`src/rtl/bitstream_self_writer.sv`:
```
// bitstream_self_writer
// Streams a byte-addressed bitstream image from a synchronous byte memory
// into the fabric self-write port as paced SelfWriteData/SelfWriteStrobe
// words, with length checking, abort, word counting and a running checksum.
module bitstream_self_writer #(
    parameter int DATA_W       = 32,
    parameter int ADDR_W       = 14,
    parameter int SETUP_CYCLES = 2,
    parameter int GAP_CYCLES   = 2,
    parameter bit BIG_ENDIAN   = 1'b1
) (
    input  logic              CLK,
    input  logic              resetn,
    input  logic              start,
    input  logic              abort,
    input  logic [ADDR_W:0]   length,
    output logic              mem_rd,
    output logic [ADDR_W-1:0] mem_addr,
    input  logic [7:0]        mem_rdata,
    output logic [DATA_W-1:0] SelfWriteData,
    output logic              SelfWriteStrobe,
    output logic              busy,
    output logic              done,
    output logic              error,
    output logic [ADDR_W:0]   word_count,
    output logic [DATA_W-1:0] checksum
);

    localparam int NB   = DATA_W / 8;
    localparam int LW   = ADDR_W + 1;
    localparam int T1   = (SETUP_CYCLES > NB) ? SETUP_CYCLES : NB;
    localparam int TMAX = (GAP_CYCLES > T1) ? GAP_CYCLES : T1;
    localparam int TW   = $clog2(TMAX + 1);

    localparam logic [TW-1:0] FETCH_LAST = TW'(NB);
    localparam logic [TW-1:0] SETUP_LAST = TW'(SETUP_CYCLES - 1);
    localparam logic [TW-1:0] GAP_LAST   = (GAP_CYCLES > 0) ? TW'(GAP_CYCLES - 1) : '0;
    localparam logic [LW-1:0] MAX_LEN    = LW'(1) << ADDR_W;
    localparam logic [LW-1:0] NB_L       = LW'(NB);

    typedef enum logic [2:0] {
        S_IDLE,
        S_FETCH,
        S_SETUP,
        S_STROBE,
        S_GAP,
        S_DONE
    } state_t;

    state_t            state_q, state_d;
    logic [TW-1:0]     cnt_q, cnt_d;
    logic [LW-1:0]     ptr_q, ptr_d;
    logic [LW-1:0]     len_q, len_d;
    logic [DATA_W-1:0] asm_q, asm_d;
    logic [DATA_W-1:0] swd_q, swd_d;
    logic [LW-1:0]     wc_q, wc_d;
    logic [DATA_W-1:0] cs_q, cs_d;
    logic              err_q, err_d;
    logic [ADDR_W-1:0] ahold_q, ahold_d;
    logic              strobe;
    logic              len_bad;

    assign len_bad = (length == '0) || ((length % NB_L) != '0) || (length > MAX_LEN);

    // Next-state, datapath updates and per-cycle outputs
    always_comb begin
        state_d = state_q;
        cnt_d   = cnt_q;
        ptr_d   = ptr_q;
        len_d   = len_q;
        asm_d   = asm_q;
        swd_d   = swd_q;
        wc_d    = wc_q;
        cs_d    = cs_q;
        err_d   = 1'b0;
        mem_rd  = 1'b0;
        strobe  = 1'b0;

        case (state_q)
            S_IDLE: begin
                if (start) begin
                    if (len_bad) begin
                        err_d = 1'b1;
                    end else begin
                        wc_d    = '0;
                        cs_d    = '0;
                        ptr_d   = '0;
                        len_d   = length;
                        cnt_d   = '0;
                        state_d = S_FETCH;
                    end
                end
            end
            S_FETCH: begin
                if (cnt_q != FETCH_LAST) begin
                    mem_rd = 1'b1;
                    ptr_d  = ptr_q + 1'b1;
                end
                // byte read at count k-1 arrives at count k; lane depends on byte order
                for (int unsigned i = 0; i < NB; i++) begin
                    if (cnt_q == TW'(BIG_ENDIAN ? (NB - i) : (i + 1))) begin
                        asm_d[i*8 +: 8] = mem_rdata;
                    end
                end
                if (cnt_q == FETCH_LAST) begin
                    swd_d   = asm_d;
                    cnt_d   = '0;
                    state_d = S_SETUP;
                end else begin
                    cnt_d = cnt_q + 1'b1;
                end
            end
            S_SETUP: begin
                if (cnt_q == SETUP_LAST) begin
                    cnt_d   = '0;
                    state_d = S_STROBE;
                end else begin
                    cnt_d = cnt_q + 1'b1;
                end
            end
            S_STROBE: begin
                strobe = 1'b1;
                wc_d   = wc_q + 1'b1;
                cs_d   = cs_q + swd_q;
                cnt_d  = '0;
                if (ptr_q == len_q) begin
                    state_d = S_DONE;
                end else if (GAP_CYCLES == 0) begin
                    state_d = S_FETCH;
                end else begin
                    state_d = S_GAP;
                end
            end
            S_GAP: begin
                if (cnt_q == GAP_LAST) begin
                    cnt_d   = '0;
                    state_d = S_FETCH;
                end else begin
                    cnt_d = cnt_q + 1'b1;
                end
            end
            S_DONE: begin
                state_d = S_IDLE;
            end
            default: begin
                state_d = S_IDLE;
            end
        endcase

        // abort overrides everything above: no strobe, counters and word frozen
        if (abort && (state_q != S_IDLE)) begin
            state_d = S_IDLE;
            err_d   = 1'b1;
            strobe  = 1'b0;
            wc_d    = wc_q;
            cs_d    = cs_q;
            swd_d   = swd_q;
        end

        mem_addr = mem_rd ? ptr_q[ADDR_W-1:0] : ahold_q;
        ahold_d  = mem_addr;
    end

    // State and datapath registers with synchronous active-low reset
    always_ff @(posedge CLK) begin
        if (!resetn) begin
            state_q <= S_IDLE;
            cnt_q   <= '0;
            ptr_q   <= '0;
            len_q   <= '0;
            asm_q   <= '0;
            swd_q   <= '0;
            wc_q    <= '0;
            cs_q    <= '0;
            err_q   <= 1'b0;
            ahold_q <= '0;
        end else begin
            state_q <= state_d;
            cnt_q   <= cnt_d;
            ptr_q   <= ptr_d;
            len_q   <= len_d;
            asm_q   <= asm_d;
            swd_q   <= swd_d;
            wc_q    <= wc_d;
            cs_q    <= cs_d;
            err_q   <= err_d;
            ahold_q <= ahold_d;
        end
    end

    assign SelfWriteData   = swd_q;
    assign SelfWriteStrobe = strobe;
    assign busy            = (state_q != S_IDLE);
    assign done            = (state_q == S_DONE);
    assign error           = err_q;
    assign word_count      = wc_q;
    assign checksum        = cs_q;

endmodule

```
`config.mk`:
```
export PLATFORM = sky130hd
export DESIGN_NAME = bitstream_self_writer
export DESIGN_NICKNAME = d
export VERILOG_FILES = /design/src/rtl/bitstream_self_writer.sv
export SDC_FILE = /design/constraint.sdc
export NUM_CORES = 1
export LEC_CHECK = 0
export ABC_AREA = 1
export CAP_MARGIN = 10
export CORE_MARGIN = 5
export CORE_UTILIZATION = 35
export CTS_BUF_LIST = sky130_fd_sc_hd__clkbuf_8
export DETAILED_ROUTE_END_ITERATION = 12
export SYNTH_ARGS = -nofsm -noshare
export SYNTH_HDL_FRONTEND = slang
export SYNTH_SLANG_ARGS = --single-unit
```
`constraint.sdc`:
```
create_clock -name CLK -period 1.95 [get_ports CLK]
set_input_delay 0.39 -clock CLK [delete_from_list [all_inputs] [get_ports CLK]]
set_output_delay 0.39 -clock CLK [all_outputs]
set_load 0.05 [all_outputs]
```
# Yosys cells after proc, flatten, opt, wreduce, memory -nomap -nowiden
# Cells that the tools add are included.
dict set report word_totals {
  regBits 162
}
dict set report op_classes {
  addsub 4
  n_lt_le_gt_ge 1
  bitwise_logic 3
  n_eq_ne 17
  n_reduce_logical 18
  mux 33
}
# op count
set op_table {}
lappend op_table {{two-way mux 32 bit} 2}
lappend op_table {{case mux 32 bit (2 select lines)} 1}
lappend op_table {{case mux 15 bit (2 select lines)} 2}
lappend op_table {{two-way mux 15 bit} 3}
lappend op_table {{adder 32 bit} 1}
lappend op_table {{two-way mux 8 bit} 4}
lappend op_table {{adder 15 x 1 -> 15 bit, second input constant} 2}
lappend op_table {{two-way mux 3 bit} 9}
lappend op_table {{== test 15 bit} 1}
lappend op_table {{> comparator 15 bit, second input constant} 1}
lappend op_table {{logical NOT 15 bit} 1}
lappend op_table {{case mux 3 bit (5 select lines)} 1}
lappend op_table {{nonzero test 15 bit} 1}
lappend op_table {{two-way mux 14 bit} 1}
lappend op_table {{== test 3 x 2 -> 1 bit, second input constant} 4}
lappend op_table {{!= test 2 bit, second input constant} 6}
lappend op_table {{case mux 3 bit (4 select lines)} 1}
lappend op_table {{== test 3 bit, second input constant} 3}
lappend op_table {{two-way mux 1 bit} 9}
lappend op_table {{AND reduction 3 bit} 3}
lappend op_table {{AND reduction 4 bit} 2}
lappend op_table {{== test 3 x 1 -> 1 bit, second input constant} 2}
lappend op_table {{AND reduction 5 bit} 1}
lappend op_table {{nonzero test 2 bit} 2}
lappend op_table {{other kinds (9)} 13}

# Logic depth before layout (Yosys ltp)
# Gate-level depths: netlist of the first run.
dict set report depth {
  ltp_word 7
  depth_mapped 14
  depth_no_buf 14
}

# Least setup slack after synthesis of the first run
# No wires, ideal clock.
dict set report synth_timing {
  kind {flip-flop to output port}
  from {register cnt_q[0]}
  to {output port mem_addr[0]}
  path_buffers 1
  stages_incl_launch_ff 9
  arrival_time_ns 2.253
  required_ns 1.560
  slack_ns -0.693
  cell_sequence {dfxtp_1 -> inv_1 -> ha_1 -> nand2_1 -> inv_2 -> nor2_4 -> inv_2 -> clkbuf_1 -> a21oi_1}
}
dict set report synth_between {
  elab_chain_cells 4
}
# item line_no
set synth_lines {}
lappend synth_lines {{from (decl)} 51} ;# logic [TW-1:0] cnt_q, cnt_d;
lappend synth_lines {{from (signal assigned)} 179} ;# cnt_q <= cnt_d;
lappend synth_lines {{!= test 3 bit} 95} ;# if (cnt_q != FETCH_LAST) begin
lappend synth_lines {{two-way mux 1 bit} 95}
lappend synth_lines {{two-way mux 1 bit} 79} ;# case (state_q)
lappend synth_lines {{two-way mux 14 bit} 160} ;# mem_addr = mem_rd ? ptr_q[ADDR_W-1:0] : ahold_q;
lappend synth_lines {{to (decl)} 18} ;# output logic [ADDR_W-1:0] mem_addr,
# No other way between the ends.

# Final worst setup path of the first run
dict set report layout_timing {
  from {register state_q[2]}
  to {output port mem_addr[5]}
}
dict set report layout_between {
  elab_chain_cells 3
}
# item line_no
set layout_lines {}
lappend layout_lines {{from (decl)} 50} ;# state_t state_q, state_d;
lappend layout_lines {{from (signal assigned)} 178} ;# state_q <= state_d;
lappend layout_lines {{== test 3 x 1 -> 1 bit} 79}
lappend layout_lines {{two-way mux 1 bit} 79}
lappend layout_lines {{two-way mux 14 bit} 160}
# No other way between the ends.

==> results of run 1 <==
## cells by family after synthesis
family,Yosys count
buf+inv,262
xor+xnor,32
flops,162
simple gates,690
fa+ha+maj,39
compound gates,270
## final cells by class
cell class / instances / share of cell area [%]
Clock buffer: 17 / 1.794
Clock inverter: 15 / 1.266
Inverter: 208 / 6.159
Multi-Input combinational cell: 1031 / 43.92
Sequential cell: 162 / 25.14
Tap cell: 341 / 3.272
Timing Repair Buffer: 260 / 18.45
## worst max-delay path: stages, from the launching register on
cell,delay (ns)
dfxtp_2,0.36
nor3_4,0.22
inv_2,0.07
nor2_4,0.24
inv_4,0.09
buf_12,0.17
o21ai_4,0.15
inv_2,0.05
buf_6,0.14
## path summary, 6_finish.rpt
check | endpoint | slack, ns | cells past startpoint
setup / recovery | mem_addr[5] | -0.41 | 8
hold / removal | ptr_q[0] | 0.41 | 3
setup reg to reg | ptr_q[4] | -0.03 | 13
hold reg to reg | asm_q[10] | 0.45 | 2
## metrics by stage
stage / area, µm² / TNS [ns] / util, %
finish: 13040 / -5.845 / 48.66
global route: 13040 / -8.633 / 48.66
CTS: 12550 / -6.357 / 46.82
detailed placement: 11700 / -10.47 / 43.66
global placement: 11700 / -7.593 / 43.66
floorplan: 9599 / -0.4188 / -
## placed cells by master (no fill, tap or decap), drive strengths merged
master / Yosys / routed
a31oi: 8 / 8
a211oi: 26 / 26
a21o: 1 / 1
inv: 208 / 215
o21a: 1 / 1
fa: 1 / 1
nor2: 166 / 166
nand3: 124 / 124
xnor2: 9 / 9
or2: 19 / 19
nor3b: 1 / 1
clkdlybuf4s50: 0 / 25
o22ai: 6 / 6
o21ai: 85 / 85
nand2: 344 / 344
and2: 1 / 1
ha: 38 / 38
a22oi: 1 / 1
clkinv: 0 / 5
clkbuf: 33 / 19
nand3b: 8 / 8
o21bai: 3 / 3
a21oi: 135 / 135
buf: 21 / 230
dlygate4sd2: 0 / 3
dfxtp: 162 / 162
o311ai: 4 / 4
nand4: 13 / 13
xor2: 23 / 23
nor3: 14 / 14
clkinvlp: 0 / 3
## where the power goes
group | internal, µW | total [µW] | switching [µW]
logic | 2140 | 5040 | 2900
clock network | 968 | 2510 | 1550
registers | 3660 | 3790 | 128
total | 6770 | 11300 | 4570
## metal layers
layer,share of wire (%),vias up,track usage (%)
li1,-,5156,-
met1,48,4656,27.36
met4,1.9,0,5.172
met3,4.5,34,3.483
met2,46,232,30.63
met5,0,-,0
## what timing repair did
action / 4_1_cts / 5_1_grt
pin swaps: 10 / 21
endpoints found under the setup margin: 80 / 73
setup buffers: 17 / 17
resized for setup: 65 / 99
gates cloned: 3 / 1
## state kept, by name, indices dropped and copies added, names as in the netlist
name / cells
SelfWriteData: 32
ahold_q: 14
asm_q: 32
checksum: 32
cnt_q: 3
error: 1
len_q: 15
ptr_q: 15
state_q: 3
word_count: 15
==> run metrics, run 1 <==
status=finished, violations left; failing checks=setup timing; post-synthesis adder-cell area fraction=5.227%; top post-synthesis cells by count=nand2_1, inv_1, dfxtp_1, nor2_1, a21oi_1; largest net degree at the start of global routing=49; GPL Wtd Cong=0.9286; Yosys top cell area share=34.21%; Tcrit/Tclk final=121.0%; Syn Std Cell Area=9479 µm²; Critical Path Sink Type=output pin; Skew-Pair Late Insertion Delay=0.48 ns; Nets=1746; Post-synth EDFFs=0; register area=3278 µm²; Hold Path Origin=resetn; Req. time, crit path=1.56 ns; Critical Path Fanout Max=11; max cap viols=0; Post-DRT Antenna Nets=0; Crit Path Class=flop to output pin; Initial Util=35.37%; Syn Inst Count=1455; dpl cells=1968; Pins Over Slew Limit=0; min Tclk post-route=2.359 ns; Synth async-reset ratio=0%; CTS Buf Count=17; Critical Path Source=state_q[2]; IO buf count=124; dpl hpwl=22.98 mm; share of cells above drive strength 1=25.16%; Synth Area in Simple Gates=30.89%; CP Launch Type=flop; DRC=0; GRT Overall Usage=19.39%; # setup viols final=23; worst slack, placed=-0.2051 ns; clk buf depth=2; post-route setup slack=-0.4094 ns; Final Hold Fails=0; CTS tree=yes; Hold Crit Class=input port to flop; area leader, netlist=dfxtp_1; clock root buffer=clkbuf_8; RSZ-0062 raised after global routing=yes; Filler Cells Inserted=2694; n_diodes=0; most common cell in the netlist=nand2_1; total routed wirelength=30.59 mm; Syn Nets=1521; XOR/XNOR Fraction of Synth Area=2.957%; via/cell ratio=4.955; Worst EP arrival=1.97 ns; Die Y-Extent=174.6 µm; Initial DRT Pass Iterations=7; area of the multi-input gates=5728 µm²; vias in the first global route=9264; largest family of logic cells by synthesized area=simple AND/OR/NAND/NOR gates; post-cts hold buffer count=0; Static Leak=0.005901 µW; register area share after synthesis=34.21%; maximum VDD drop=1.028 mV; Syn Area/Cell=6.515 µm²; initial antenna violation count=0; synthesis-stage register bit count=162; Layout Cells excl Fill=2034; Slew @ Worst Pin=0.5331 ns; Die Area=30470 µm²; hold_ws=0.4150 ns; reg2reg start=state_q[2]; via count=10080; post-synthesis mux area share=0%; pwr/cell area=869.6 nW/µm²; top achievable clock speed=423.8 MHz; CTS Sinks=162; row count=60; H-tree Lvls=4; clk_skew=0.02196 ns; global-route wire length before repair=48.47 mm; area grow syn2layout=37.58%; Die Wd=174.6 µm; Compound-Gate Fraction of Synth Area=15.87%; synth top area cells=dfxtp_1, nand2_1, inv_1, a21oi_1, nand3_1; I/O Pins=125; Main synth FF type=dfxtp_1; remaining global-route overflow=0; starting DRC count in detailed routing=749; clock slew at reported path FFs=0.11 ns; Synth Warn #=0; total power=11340 µW; Routed WL per cell=15.04 µm; distinct cell type count after synthesis=37; total core area=26800 µm²; Slew Limit Headroom=64.09%
(Power assumes the default switching activity.)
==> run 2: changes to the inputs <==
Settings changed: CORE_UTILIZATION 35 to 45, PLACE_DENSITY set to 0.7.
==> run 2 against run 1 <==
The run still ends with setup timing left. Cell count shrank 2.1%. Register-to-register slack got worse by 0.03 ns. Sequential power about the same. Total power up 2.0%. Worst hold slack lost 0.12 ns. Die area is 21% lower. Non-clock buffer count rose by 23. Cell area is 0.92% higher. Critical path type unchanged. Critical endpoint is now mem_addr[3]. Largest cell class unchanged. Highest routed layer unchanged.
==> run metrics, run 2 (synthesized netlist as in run 1, its figures left out) <==
Placed Area=11880 µm² (+1.5%); cell chain of the critical path=inv_2 -> ha_4 -> nand2_4 -> inv_4 -> nor2_4 -> bufbuf_16 -> or2_4 -> o21ai_4 -> inv_2 -> buf_8; post-route cell area=13160 µm² (+0.92%); Tcrit/Tclk final=121.7% (+0.71 points); Pins Over Slew Limit=0 (unchanged); Post-Route Utilization=63.01% (+14 points); GPL Wtd Cong=0.9214 (-0.78%); status=finished, violations left; DRC=0 (unchanged); GRT Overall Usage=24.34% (+4.9 points); Routed WL per cell=15.05 µm (about the same); most frequent cells in the layout=nand2_1, buf_4, inv_1; Worst EP arrival=1.98 ns (about the same); H-tree Lvls=4 (unchanged); total routed wirelength=29.96 mm (-2.0%); CTS Buf Count=17 (unchanged); largest stage delay on the critical path=0.34 ns (-0.02 ns); clock slew at reported path FFs=0.10 ns (about the same); Post-DRT Antenna Nets=0 (unchanged); vias in the first global route=9507 (+2.6%); cell mode on critical path=inv_2; switching power summed over all nets=4390 µW (-4.0%); Nets=1769 (+1.3%); clk_skew=0.01477 ns (-0.007196 ns); Comb pwr share=43.4% (-1.0 points); remaining global-route overflow=0 (unchanged); n_diodes=0 (unchanged); max cap viols=0 (unchanged); dpl hpwl=22.41 mm (-2.5%); Die Wd=155.1 µm (-11%); CTS tree=yes; I/O Pins=125 (unchanged); Int Power=7178 µW (+6.1%); Skew-Pair Late Insertion Delay=0.47 ns (about the same); Die Area=24070 µm² (-21%); Critical Path Sink Type=output pin; Sw Share=37.95% (-2.4 points); Crit Path Class=flop to output pin; worst path bufs/invs=5 (unchanged); global-route wire length before repair=47.72 mm (-1.5%); Initial Util=45.38% (+10 points); RSZ-0062 raised after global routing=yes; Initial DRT Pass Iterations=6 (-1); CTS Sinks=162 (unchanged); post-cts hold buffer count=0 (unchanged); Req. time, crit path=1.56 ns (about the same); post-route setup slack=-0.4233 ns (-0.01393 ns); Reg2Reg Setup Slack=-0.06 ns (-0.03 ns); pwr/cell area=878.9 nW/µm² (+1.1%); Critical Path Fanout Max=7 (-4); Final Hold Fails=0 (unchanged); Hold Crit Class=input port to flop; via count=10250 (+1.7%); sequential share of power=32.8% (-0.6 points); Static Leak=0.006072 µW (+2.9%); row count=53 (-12%); Clock Power Share=23.8% (+1.6 points); via/cell ratio=5.146 (+3.9%); initial antenna violation count=0 (unchanged); clock root buffer=clkbuf_8; Die Y-Extent=155.1 µm (-11%); delay-heaviest family, CP=buffers and inverters; total core area=20890 µm² (-22%); share of cells above drive strength 1=25.70% (+0.54 points); top achievable clock speed=421.3 MHz (-0.59%); clk buf depth=2 (unchanged); Slew Limit Headroom=67.05% (+3.0 points); total power=11570 µW (+2.0%); Worst path slowest cell=dfxtp_2; Slew @ Worst Pin=0.4963 ns (-0.03680 ns); most common cell after layout, fill and taps aside=nand2_1; # setup viols final=17 (-26%); failing checks=setup timing; worst slack, placed=-0.2848 ns (-0.07963 ns); starting DRC count in detailed routing=849 (+13%); largest net degree at the start of global routing=47 (-4.1%); area grow syn2layout=38.85%; maximum VDD drop=1.531 mV (+49%); min Tclk post-route=2.373 ns (+0.01393 ns); IO buf count=124 (unchanged); CP Launch Type=flop
run 2: timing repair:
action                     in CTS  in global routing
setup endpoints to repair      39                 64
gates cloned                    1                  0
setup buffers                  21                  6
gates resized for setup        88                 91
pin swaps                       7                 17
run 2: worst reg2reg max path: stages, from the launching register on:
cell and delay, ns:
dfxtp_2 0.38, buf_4 0.16, nand2_2 0.07, nor2_4 0.16
inv_2 0.07, buf_4 0.13, buf_4 0.12, buf_4 0.12
buf_4 0.12, buf_4 0.12, buf_4 0.17, nor3b_2 0.17
nand2_1 0.07, a21oi_1 0.11
run 2: worst paths after layout:
check | to | from | cells past startpoint
worst min-delay path | ptr_q[1] | resetn | 3
worst max-delay path | mem_addr[3] | cnt_q[0] | 10
worst min register to register | asm_q[12] | asm_q[12] | 2
worst max register to register | word_count[2] | state_q[1] | 13
run 2: power groups by stage:
stage	clock network [µW]	registers (µW)	logic [µW]
final	2750	3790	5030
after global routing	2940	3830	5380
after CTS	2790	3780	4700
after detailed placement	0	3850	3840
after global placement	0	3830	3790
after floorplan	0	3860	2620
run 2: area by class of cell:
class | instances | area [µm²]
Clock buffer | 18 | 247.7
Clock inverter | 14 | 190.2
Fill cell | 1842 | 7727
Inverter | 208 | 798.3
Multi-Input combinational cell | 1031 | 5763
Sequential cell | 162 | 3277
Tap cell | 275 | 344.1
Timing Repair Buffer | 283 | 2541
run 2: metrics by stage:
step	hold slack [ns]	instances	setup TNS, ns
5_1_grt	0.2800	1991	-8.264
4_1_cts	0.2758	1986	-6.552
3_5_place_dp	0.4371	1932	-13.87
3_3_place_gp	0.4319	1932	-8.255
2_1_floorplan	0.4244	1455	-0.4188
6_report	0.2933	1991	-5.712
run 2: per-layer routing:
| metal | track usage, % | share of wire (%) | wire length [µm] |
|---|---|---|---|
| met4 | 5.845 | 1.5 | 442 |
| met2 | 38.93 | 45 | 13630 |
| met1 | 34.26 | 46 | 13790 |
| met3 | 4.256 | 7.0 | 2103 |
| met5 | 0 | 0 | 0 |
